### src/rtl/change_dispenser_pkg.sv
// Shared definitions for the change dispenser: FSM state encoding, coin-select
// encodings and the default parameter values used by the top level.
package change_dispenser_pkg;

  typedef enum logic [2:0] {
    ST_IDLE     = 3'd0,
    ST_SELECT   = 3'd1,
    ST_WAIT_ACK = 3'd2,
    ST_GAP      = 3'd3,
    ST_DONE     = 3'd4,
    ST_FAULT    = 3'd5
  } state_e;

  localparam logic COIN_SEL_HI = 1'b1;
  localparam logic COIN_SEL_LO = 1'b0;

  localparam int DEF_AMT_W       = 3;
  localparam int DEF_COIN_HI     = 2;
  localparam int DEF_ACK_TIMEOUT = 15;
  localparam int DEF_GAP_CYC     = 1;

  function automatic int max2(input int a, input int b);
    return (a > b) ? a : b;
  endfunction

endpackage

### src/rtl/change_dispenser_timer.sv
// Up-counter with synchronous clear and enable; term_o flags that the count
// has reached last_i. Shared by the ack-timeout and inter-coin gap phases.
module change_dispenser_timer #(
  parameter int CNT_W = 4
) (
  input  logic             clk,
  input  logic             rst_n,
  input  logic             clr_i,
  input  logic             en_i,
  input  logic [CNT_W-1:0] last_i,
  output logic             term_o
);

  logic [CNT_W-1:0] count_q, count_d;

  always_comb begin
    count_d = count_q;
    if (clr_i) begin
      count_d = '0;
    end else if (en_i) begin
      count_d = count_q + CNT_W'(1);
    end
  end

  // NOTE: state registers use non-blocking assignments so every flop samples
  // the pre-edge value of its neighbours, independent of block ordering.
  always_ff @(posedge clk or negedge rst_n) begin
    if (!rst_n) begin
      count_q <= '0;
    end else begin
      count_q <= count_d;
    end
  end

  assign term_o = (count_q == last_i);

endmodule

### src/rtl/change_dispenser.sv
// Pays out a change amount as greedy HI/LO coins over a req/ack handshake with
// the coin hopper, with ack timeout and empty-tube fault handling.
module change_dispenser
  import change_dispenser_pkg::*;
#(
  parameter int AMT_W       = DEF_AMT_W,
  parameter int COIN_HI     = DEF_COIN_HI,
  parameter int ACK_TIMEOUT = DEF_ACK_TIMEOUT,
  parameter int GAP_CYC     = DEF_GAP_CYC
) (
  input  logic             clk,
  input  logic             rst_n,
  input  logic             chg_valid,
  input  logic [AMT_W-1:0] chg_amt,
  output logic             chg_ready,
  output logic             coin_req,
  output logic             coin_sel,
  input  logic             coin_ack,
  input  logic             hi_empty,
  input  logic             lo_empty,
  output logic [AMT_W-1:0] remaining,
  output logic             done,
  output logic             fault,
  input  logic             fault_clr
);

  localparam int TMR_W = $clog2(max2(ACK_TIMEOUT, GAP_CYC) + 1);
  localparam logic [TMR_W-1:0] ACK_LAST = TMR_W'(ACK_TIMEOUT - 1);
  localparam logic [TMR_W-1:0] GAP_LAST = TMR_W'(GAP_CYC - 1);
  localparam logic [AMT_W-1:0] HI_VAL   = AMT_W'(COIN_HI);
  localparam logic [AMT_W-1:0] LO_VAL   = AMT_W'(1);

  state_e           state_q, state_d;
  logic [AMT_W-1:0] remaining_q, remaining_d;
  logic             coin_req_q, coin_req_d;
  logic             coin_sel_q, coin_sel_d;
  logic             fault_q, fault_d;
  logic             done_q, done_d;
  logic             chg_ready_q, chg_ready_d;

  logic             tmr_clr, tmr_en, tmr_term;
  logic [TMR_W-1:0] tmr_last;

  // One counter serves both waiting phases; its terminal value follows the state.
  assign tmr_last = (state_q == ST_GAP) ? GAP_LAST : ACK_LAST;

  change_dispenser_timer #(
    .CNT_W (TMR_W)
  ) u_timer (
    .clk    (clk),
    .rst_n  (rst_n),
    .clr_i  (tmr_clr),
    .en_i   (tmr_en),
    .last_i (tmr_last),
    .term_o (tmr_term)
  );

  // NOTE: every signal written here gets a default first, so no path leaves a
  // value unassigned and no latch is inferred.
  always_comb begin
    state_d     = state_q;
    remaining_d = remaining_q;
    coin_req_d  = coin_req_q;
    coin_sel_d  = coin_sel_q;
    fault_d     = fault_q;
    tmr_clr     = 1'b0;
    tmr_en      = 1'b0;
    // The pulse is raised as the FSM leaves DONE, two cycles after acceptance.
    done_d      = (state_q == ST_DONE);

    unique case (state_q)
      ST_IDLE: begin
        if (chg_valid) begin
          remaining_d = chg_amt;
          state_d     = (chg_amt != '0) ? ST_SELECT : ST_DONE;
        end
      end

      ST_SELECT: begin
        if (remaining_q >= HI_VAL && !hi_empty) begin
          coin_sel_d = COIN_SEL_HI;
          coin_req_d = 1'b1;
          tmr_clr    = 1'b1;
          state_d    = ST_WAIT_ACK;
        end else if (remaining_q != '0 && !lo_empty) begin
          coin_sel_d = COIN_SEL_LO;
          coin_req_d = 1'b1;
          tmr_clr    = 1'b1;
          state_d    = ST_WAIT_ACK;
        end else begin
          fault_d = 1'b1;
          state_d = ST_FAULT;
        end
      end

      ST_WAIT_ACK: begin
        // A late ack arriving on the timeout cycle still counts as a paid coin.
        if (coin_ack) begin
          remaining_d = remaining_q - ((coin_sel_q == COIN_SEL_HI) ? HI_VAL : LO_VAL);
          coin_req_d  = 1'b0;
          tmr_clr     = 1'b1;
          state_d     = ST_GAP;
        end else if (tmr_term) begin
          coin_req_d = 1'b0;
          fault_d    = 1'b1;
          state_d    = ST_FAULT;
        end else begin
          tmr_en = 1'b1;
        end
      end

      ST_GAP: begin
        if (tmr_term) begin
          state_d = (remaining_q == '0) ? ST_DONE : ST_SELECT;
        end else begin
          tmr_en = 1'b1;
        end
      end

      ST_DONE: begin
        state_d = ST_IDLE;
      end

      ST_FAULT: begin
        if (fault_clr) begin
          remaining_d = '0;
          fault_d     = 1'b0;
          state_d     = ST_IDLE;
        end
      end

      default: begin
        state_d = ST_IDLE;
      end
    endcase

    chg_ready_d = (state_d == ST_IDLE);
  end

  always_ff @(posedge clk or negedge rst_n) begin
    if (!rst_n) begin
      state_q     <= ST_IDLE;
      remaining_q <= '0;
      coin_req_q  <= 1'b0;
      coin_sel_q  <= 1'b0;
      fault_q     <= 1'b0;
      done_q      <= 1'b0;
      chg_ready_q <= 1'b1;
    end else begin
      state_q     <= state_d;
      remaining_q <= remaining_d;
      coin_req_q  <= coin_req_d;
      coin_sel_q  <= coin_sel_d;
      fault_q     <= fault_d;
      done_q      <= done_d;
      chg_ready_q <= chg_ready_d;
    end
  end

  assign chg_ready = chg_ready_q;
  assign coin_req  = coin_req_q;
  assign coin_sel  = coin_sel_q;
  assign remaining = remaining_q;
  assign done      = done_q;
  assign fault     = fault_q;

endmodule
### config.mk
export PLATFORM = sky130hd
export DESIGN_NAME = change_dispenser
export DESIGN_NICKNAME = d
export VERILOG_FILES = /design/src/rtl/change_dispenser_pkg.sv /design/src/rtl/change_dispenser_timer.sv /design/src/rtl/change_dispenser.sv
export SDC_FILE = /design/constraint.sdc
export NUM_CORES = 1
export LEC_CHECK = 0
export CELL_PAD_IN_SITES_DETAIL_PLACEMENT = 1
export CELL_PAD_IN_SITES_GLOBAL_PLACEMENT = 1
export CORE_MARGIN = 2
export CORE_UTILIZATION = 39
export DETAILED_ROUTE_END_ITERATION = 10
export HOLD_SLACK_MARGIN = 0.08
export PLACE_DENSITY_LB_ADDON = 0.3
export SETUP_SLACK_MARGIN = 0.15
export SYNTH_ARGS = -nofsm -noshare
export SYNTH_HDL_FRONTEND = slang
export SYNTH_SLANG_ARGS = --single-unit
### constraint.sdc
create_clock -name clk -period 1.8 [get_ports clk]
set_input_delay 0.36 -clock clk [delete_from_list [all_inputs] [get_ports clk]]
set_output_delay 0.36 -clock clk [all_outputs]
set_load 0.1 [all_outputs]
==> results.md <==
- Initial DRC count: 13
- CP Capture Type: flop
- Fill cells: 286
- Core Region: 2500 um^2
- Post-synthesis mux area share: 3.01%
- Total global routing overflow: 0
- FMAX: 0.580 GHz
- Leading area contributor after synthesis: dfrtp_1
- Compound-Gate Fraction of Synth Area: 21.3%
- Min-Delay Path Class: input port to async pin
- Sw Pwr: 1.78 mW
- Design Power: 3.55 mW
- Final Max Tran Viols: 0
- R2R cell count: 6
- Tmin final: 1720 ps
- Sequential area share after synthesis: 36.2%
- Combinational power share: 72.0%
- Final WL: 3260 um
- Clk root buf: clkbuf_4
- Critical path arrival: 1920 ps
- Synth-to-layout area growth: 51.0%
- Yosys top cell area share: 33.7%
- Post-synthesis register bit count: 15
- Worst Max-Slew Pin Slew: 465 ps
- Ys Warns: 0
- Max FO, Critical Path: 3
- Via count: 1063
- Antenna violations before repair: 0
- H-Tree Depth: 1
- I/O Pins: 18
- Pwr/cell area: 2260 nW/um^2
- Primary FF master, synth: dfrtp_1
- Ranking of synthesized cells by area: dfrtp_1 34%, nor2_1 3.6%, nand2_1 3.2%
- I/O Buffers: 17
- Clk buf depth: 2
- Post-synth cell types: 51
- Startpoint types: flop
- Mapped cell area: 1040 um^2
- Critical setup path kind: flop to flop
- Post-synth EDFFs: 0
- Final setup violating endpoints: 0
- Sequential power share: 22.1%
- Die Area: 3100 um^2
- Slew HR: 68.8%
- Switching part of the total: 50.3%
- Final Cycle Share: 95.8%
- RSZ-0062 raised after global routing: true
- Syn Inst Count: 111
- Vias in the first global route: 1152
- Placed cells: 172
- Fin util: 62.8%
- Layout cell share with drive strength beyond 1: 38.3%
- Largest net degree at the start of global routing: 16
- Post-DP HPWL: 2490 um
- Antenna Nets Post-Route: 0
- Hold-fix buffers, CTS: 0
- Post-Syn Nets: 124
- Setup_tns: 0 ps
- GPL Wtd Cong: 0.846
- Max Cap Viol: 0
- Synth Area in Adders: 4.33%
- # rows: 18
- Critical Path RT: 1990 ps
- Final instance count without filler cells: 184
- Fin nets: 168
- Hold Violations, Final: 0
- Tot GR Track Use: 22.6%
- First-pass GRT wire length: 5400 um
- Drt drc: 0
- Clock slew at reported path FFs: 90 ps
- Drt wl/cell: 17.7 um
- # clock sinks: 15
- Syn Area/Cell: 9.37 um^2
- Leakage: 0.683 nW
- Largest family of logic cells by synthesized area: simple AND/OR/NAND/NOR gates
- Clk pwr share: 5.9%
- Int Power: 1.76 mW
- Diode count: 0
- Initial Util: 41.6%
- Post-synthesis xor/xnor area fraction: 0.842%
- Post-Synth Simple-Gate Area: 30.2%
- CTS buffer count: 3
- Via-to-Cell Ratio: 5.78
- DRT Pass-1 Iters: 4
- VDD IR max: 0.00170 V
- Asr flop ratio synth: 100%
- Die Height: 55.6 um
- CTS tree: built
- Outcome: finished clean
- Max Clock Skew: 1.38 ps
- Width of the chip: 55.6 um
- Clk_lat worst skew: 300 ps
[power by group through the flow]
stage               sequential [mW]  clock (mW)  combinational, mW
floorplan                      1.28           0              0.991
global placement              0.787           0               2.28
detailed placement            0.797           0               2.37
CTS                           0.784       0.215               2.46
global route                  0.807       0.231               2.72
finish                        0.782       0.209               2.56
[worst max-delay path: stages (launching register included)]
cell	delay, ps
dfrtp_4	500
inv_4	80
ha_4	120
inv_2	30
fa_2	410
a22o_1	220
mux2_2	250
[area by class of cell]
| cell class | instances | area (um^2) | area share, % |
|---|---|---|---|
| Multi-Input combinational cell | 87 | 643 | 41.0 |
| Timing Repair Buffer | 43 | 450 | 28.7 |
| Sequential cell | 15 | 392 | 24.9 |
| Tap cell | 30 | 37.5 | 2.39 |
| Clock buffer | 4 | 26.3 | 1.67 |
| Inverter | 5 | 21.3 | 1.35 |
[cell usage in the layout (no fill, tap or decap), types with 2 or more instances in the layout]
cell / instances
nor2_1: 10
clkdlybuf4s50_1: 9
dfrtp_4: 3
or3b_1: 2
nand3_1: 5
dfrtp_1: 8
a22o_1: 2
nand2_1: 9
inv_1: 2
nor3_1: 4
o21ai_1: 2
nor2b_1: 3
nand2b_1: 2
buf_12: 8
dfrtp_2: 3
clkbuf_4: 3
nand3b_1: 2
or3_1: 2
buf_4: 25
a21oi_1: 6
mux2i_1: 2
inv_2: 2
o21ai_0: 3
[synth_stat cells (all sizes together), types with 3 or more instances]
| cell type | number |
|---|---|
| a21oi | 7 |
| buf | 3 |
| dfrtp | 14 |
| inv | 5 |
| nand2 | 9 |
| nand2b | 3 |
| nand3 | 5 |
| nor2 | 10 |
| nor2b | 3 |
| nor3 | 4 |
| o21ai | 5 |
| or3b | 3 |
[per-stage QoR]
stage          setup slack [ps]  instance area [um^2]  hold slack, ps
2_1_floorplan             -72.5                  1080            64.4
3_3_place_gp              -63.0                  1480             519
3_5_place_dp               -146                  1480             579
4_1_cts                    75.3                  1530             375
5_1_grt                    24.7                  1570             392
6_report                   76.0                  1570             371
[state kept, by name, summed over array words and instances, names as in the netlist]
register,flops
coin_sel,1
state_q,3
fault,1
chg_ready,1
remaining,3
done,1
coin_req,1
u_timer.count_q,4
[final timing paths]
kind,from,endpoint,slack (ps)
hold / removal,rst_n,coin_sel,370
max in group asynchronous,rst_n,chg_ready,1180
min in group clk,coin_req,coin_req,580
setup reg to reg,coin_sel,remaining[1],80
hold reg to reg,coin_req,coin_req,580
setup / recovery,coin_sel,remaining[1],80
[layer usage]
layer | up-vias | GRT usage [%] | wire [um]
met5 | - | 0 | 0
met4 | 0 | 12.9 | 96
met3 | 9 | 4.19 | 83
met2 | 18 | 38.4 | 1730
met1 | 542 | 26.4 | 1360
li1 | 494 | - | -
[what timing repair did]
item / in CTS / in global routing
buffers inserted: 4 / 4
setup endpoints to repair: 2 / 11
resized for setup: 0 / 4
[logic make-up (layout without fill, tap and decap cells)]
group / Yosys count / after routing
and+or+nand+nor: 53 / 53
AOI/OAI and AO/OA: 27 / 27
DFF: 15 / 15
buffers and inverters: 9 / 52
adders and majority gates: 3 / 3
muxes: 3 / 3
xor gates and xnor gates: 1 / 1
Power figures use the tool's default switching activity.
==> edit, RTL diff (same flow settings) <==
Put one more register stage on the output `fault`. The value now appears one clock later. The other outputs are not delayed to match.
--- a/src/rtl/change_dispenser.sv
+++ b/src/rtl/change_dispenser.sv
@@ -162,6 +162,8 @@
   assign coin_sel  = coin_sel_q;
   assign remaining = remaining_q;
   assign done      = done_q;
-  assign fault     = fault_q;
+  always_ff @(posedge clk) begin
+    fault <= fault_q;
+  end
 
 endmodule
Formal check against the unedited RTL: not equivalent (a bounded check fails within 4 cycles, from zero or initial values and one cycle with rst_n low).
==> edit against the unedited design <==
Design area is 6.5% lower. Critical endpoint is now remaining[2]$_DFFE_PN0P_. First-iteration DRC count is 15% lower. Setup slack worse by 0.010 ns. Hold slack worse by 0.034 ns. Routed wire length is 2.3% lower. Synthesized area is 8.1% lower. Synthesized cell count is 8.1% lower. Sequential cell count is 1 higher.
Power is not shown: default switching activity piles up to over one toggle a cycle in this logic, so the estimate is an artifact.
==> edit: results (changes against the unedited design) <==
metric	value	unit	change
status	finished clean		unchanged
synth.cells.most_frequent	dfrtp_1, nand2_1, nor2_1		was dfrtp_1, nor2_1, nand2_1
multi_input_area	570.5	um2	was 643.1 um2
slew_headroom	71.47	%	was 68.76%
fin_skew	0.004983	ns	was 0.001376 ns
placed_area	1346	um2	was 1476 um2
arrival	1.94	ns	was 1.92 ns
stdcell_count	166		was 184
drt_iter0_drc	11		was 13
synthTopCellsByArea	dfrtp_1, nand2_1, nor2_1		was dfrtp_1, nor2_1, nand2_1
grt_max_degree	12		was 16
drive_gt1_share	39.86	%	was 38.31%
track_usage	24.63	%	was 22.58%
routabilityCongestion	0.7936		was 0.8461
dp_hpwl	2.244	mm	was 2.493 mm
synth_fp_nets	115		was 124
synth-xor-area-share	1.832	%	was 0.8424%
synthAdderAreaFrac	4.712	%	was 4.332%
first_pass_iters	5		was 4
hold_ws	0.3375	ns	was 0.3715 ns
h-tree-depth	1		unchanged
r2r_end	remaining[2]$_DFFE_PN0P_		was remaining[1]$_DFFE_PN0P_
r2r_cells	7		was 6
nNetsFinal	152		was 168
via_count	950		was 1063
grt_pass1_vias	1056		was 1152
ys_seq_area_share	41.49	%	was 36.22%
place_inst	155		was 172
n_fill_cell	244		was 286
synth.area.mux_share	3.665	%	was 3.008%
pre_cts_ws	-0.1284	ns	was -0.1463 ns
syn_inst	102		was 111
critical_path_class	flop to flop		unchanged
routed_wl	3.187	mm	was 3.262 mm
r2r_start	remaining[0]$_DFFE_PN0P_		was coin_sel$_DFFE_PN0P_
crit_fanout	2		was 3
grt_pass1_wl	4.961	mm	was 5.402 mm
numCtsBuffers	3		unchanged
==> edit: cell types whose count changed after synthesis, sizes merged, moves of 2 or more <==
cell | before | now
o41ai | 0 | 3
nand3b | 2 | 0
nand2 | 9 | 11
nand3 | 5 | 2
a22o | 2 | 0
o21a | 0 | 2
or3b | 3 | 0
o32ai | 2 | 0
nor3b | 2 | 0
==> edit: layout make-up <==
| class | count | share of cell area, % |
|---|---|---|
| clock buffer | 4 | 2.470 |
| timing repair buffer | 36 | 26.75 |
| multi-input combinational | 78 | 38.84 |
| sequential | 16 | 28.19 |
| inverter | 4 | 1.363 |
| tap | 28 | 2.385 |
==> edit: worst max-delay path, cell delays in order, from the launching register on <==
cell,delay (ns)
dfrtp_4,0.51
inv_4,0.07
ha_4,0.12
inv_2,0.03
fa_2,0.34
nand2b_4,0.15
a221o_1,0.32
o21a_1,0.11
==> edit: how the worst max path moves through the flow <==
stage / slack, ns / cells after the start / endpoint
after CTS: 0.09 / 7 / remaining[2]$_DFFE_PN0P_
after global placement: -0.11 / 5 / state_q[0]$_DFF_PN0_
final: 0.07 / 7 / remaining[2]$_DFFE_PN0P_
after floorplan: -0.04 / 7 / remaining[2]$_DFFE_PN0P_
after global routing: 0.03 / 7 / remaining[2]$_DFFE_PN0P_
after detailed placement: -0.13 / 5 / state_q[0]$_DFF_PN0_
==> edit: metal layers <==
metal  global-route usage, %  vias to the layer above  share of wire (%)
met2                   48.15                       15                 54
met1                   27.16                      486                 42
met3                   1.977                        5                2.7
li1                        -                      444                  -
met5                       0                        -                  0
met4                   8.974                        0                1.4
==> edit: timing repair <==
item,4_1_cts,5_1_grt
buffers inserted,5,2
setup endpoints to repair,5,8
resized for setup,2,7
pin swaps,1,5
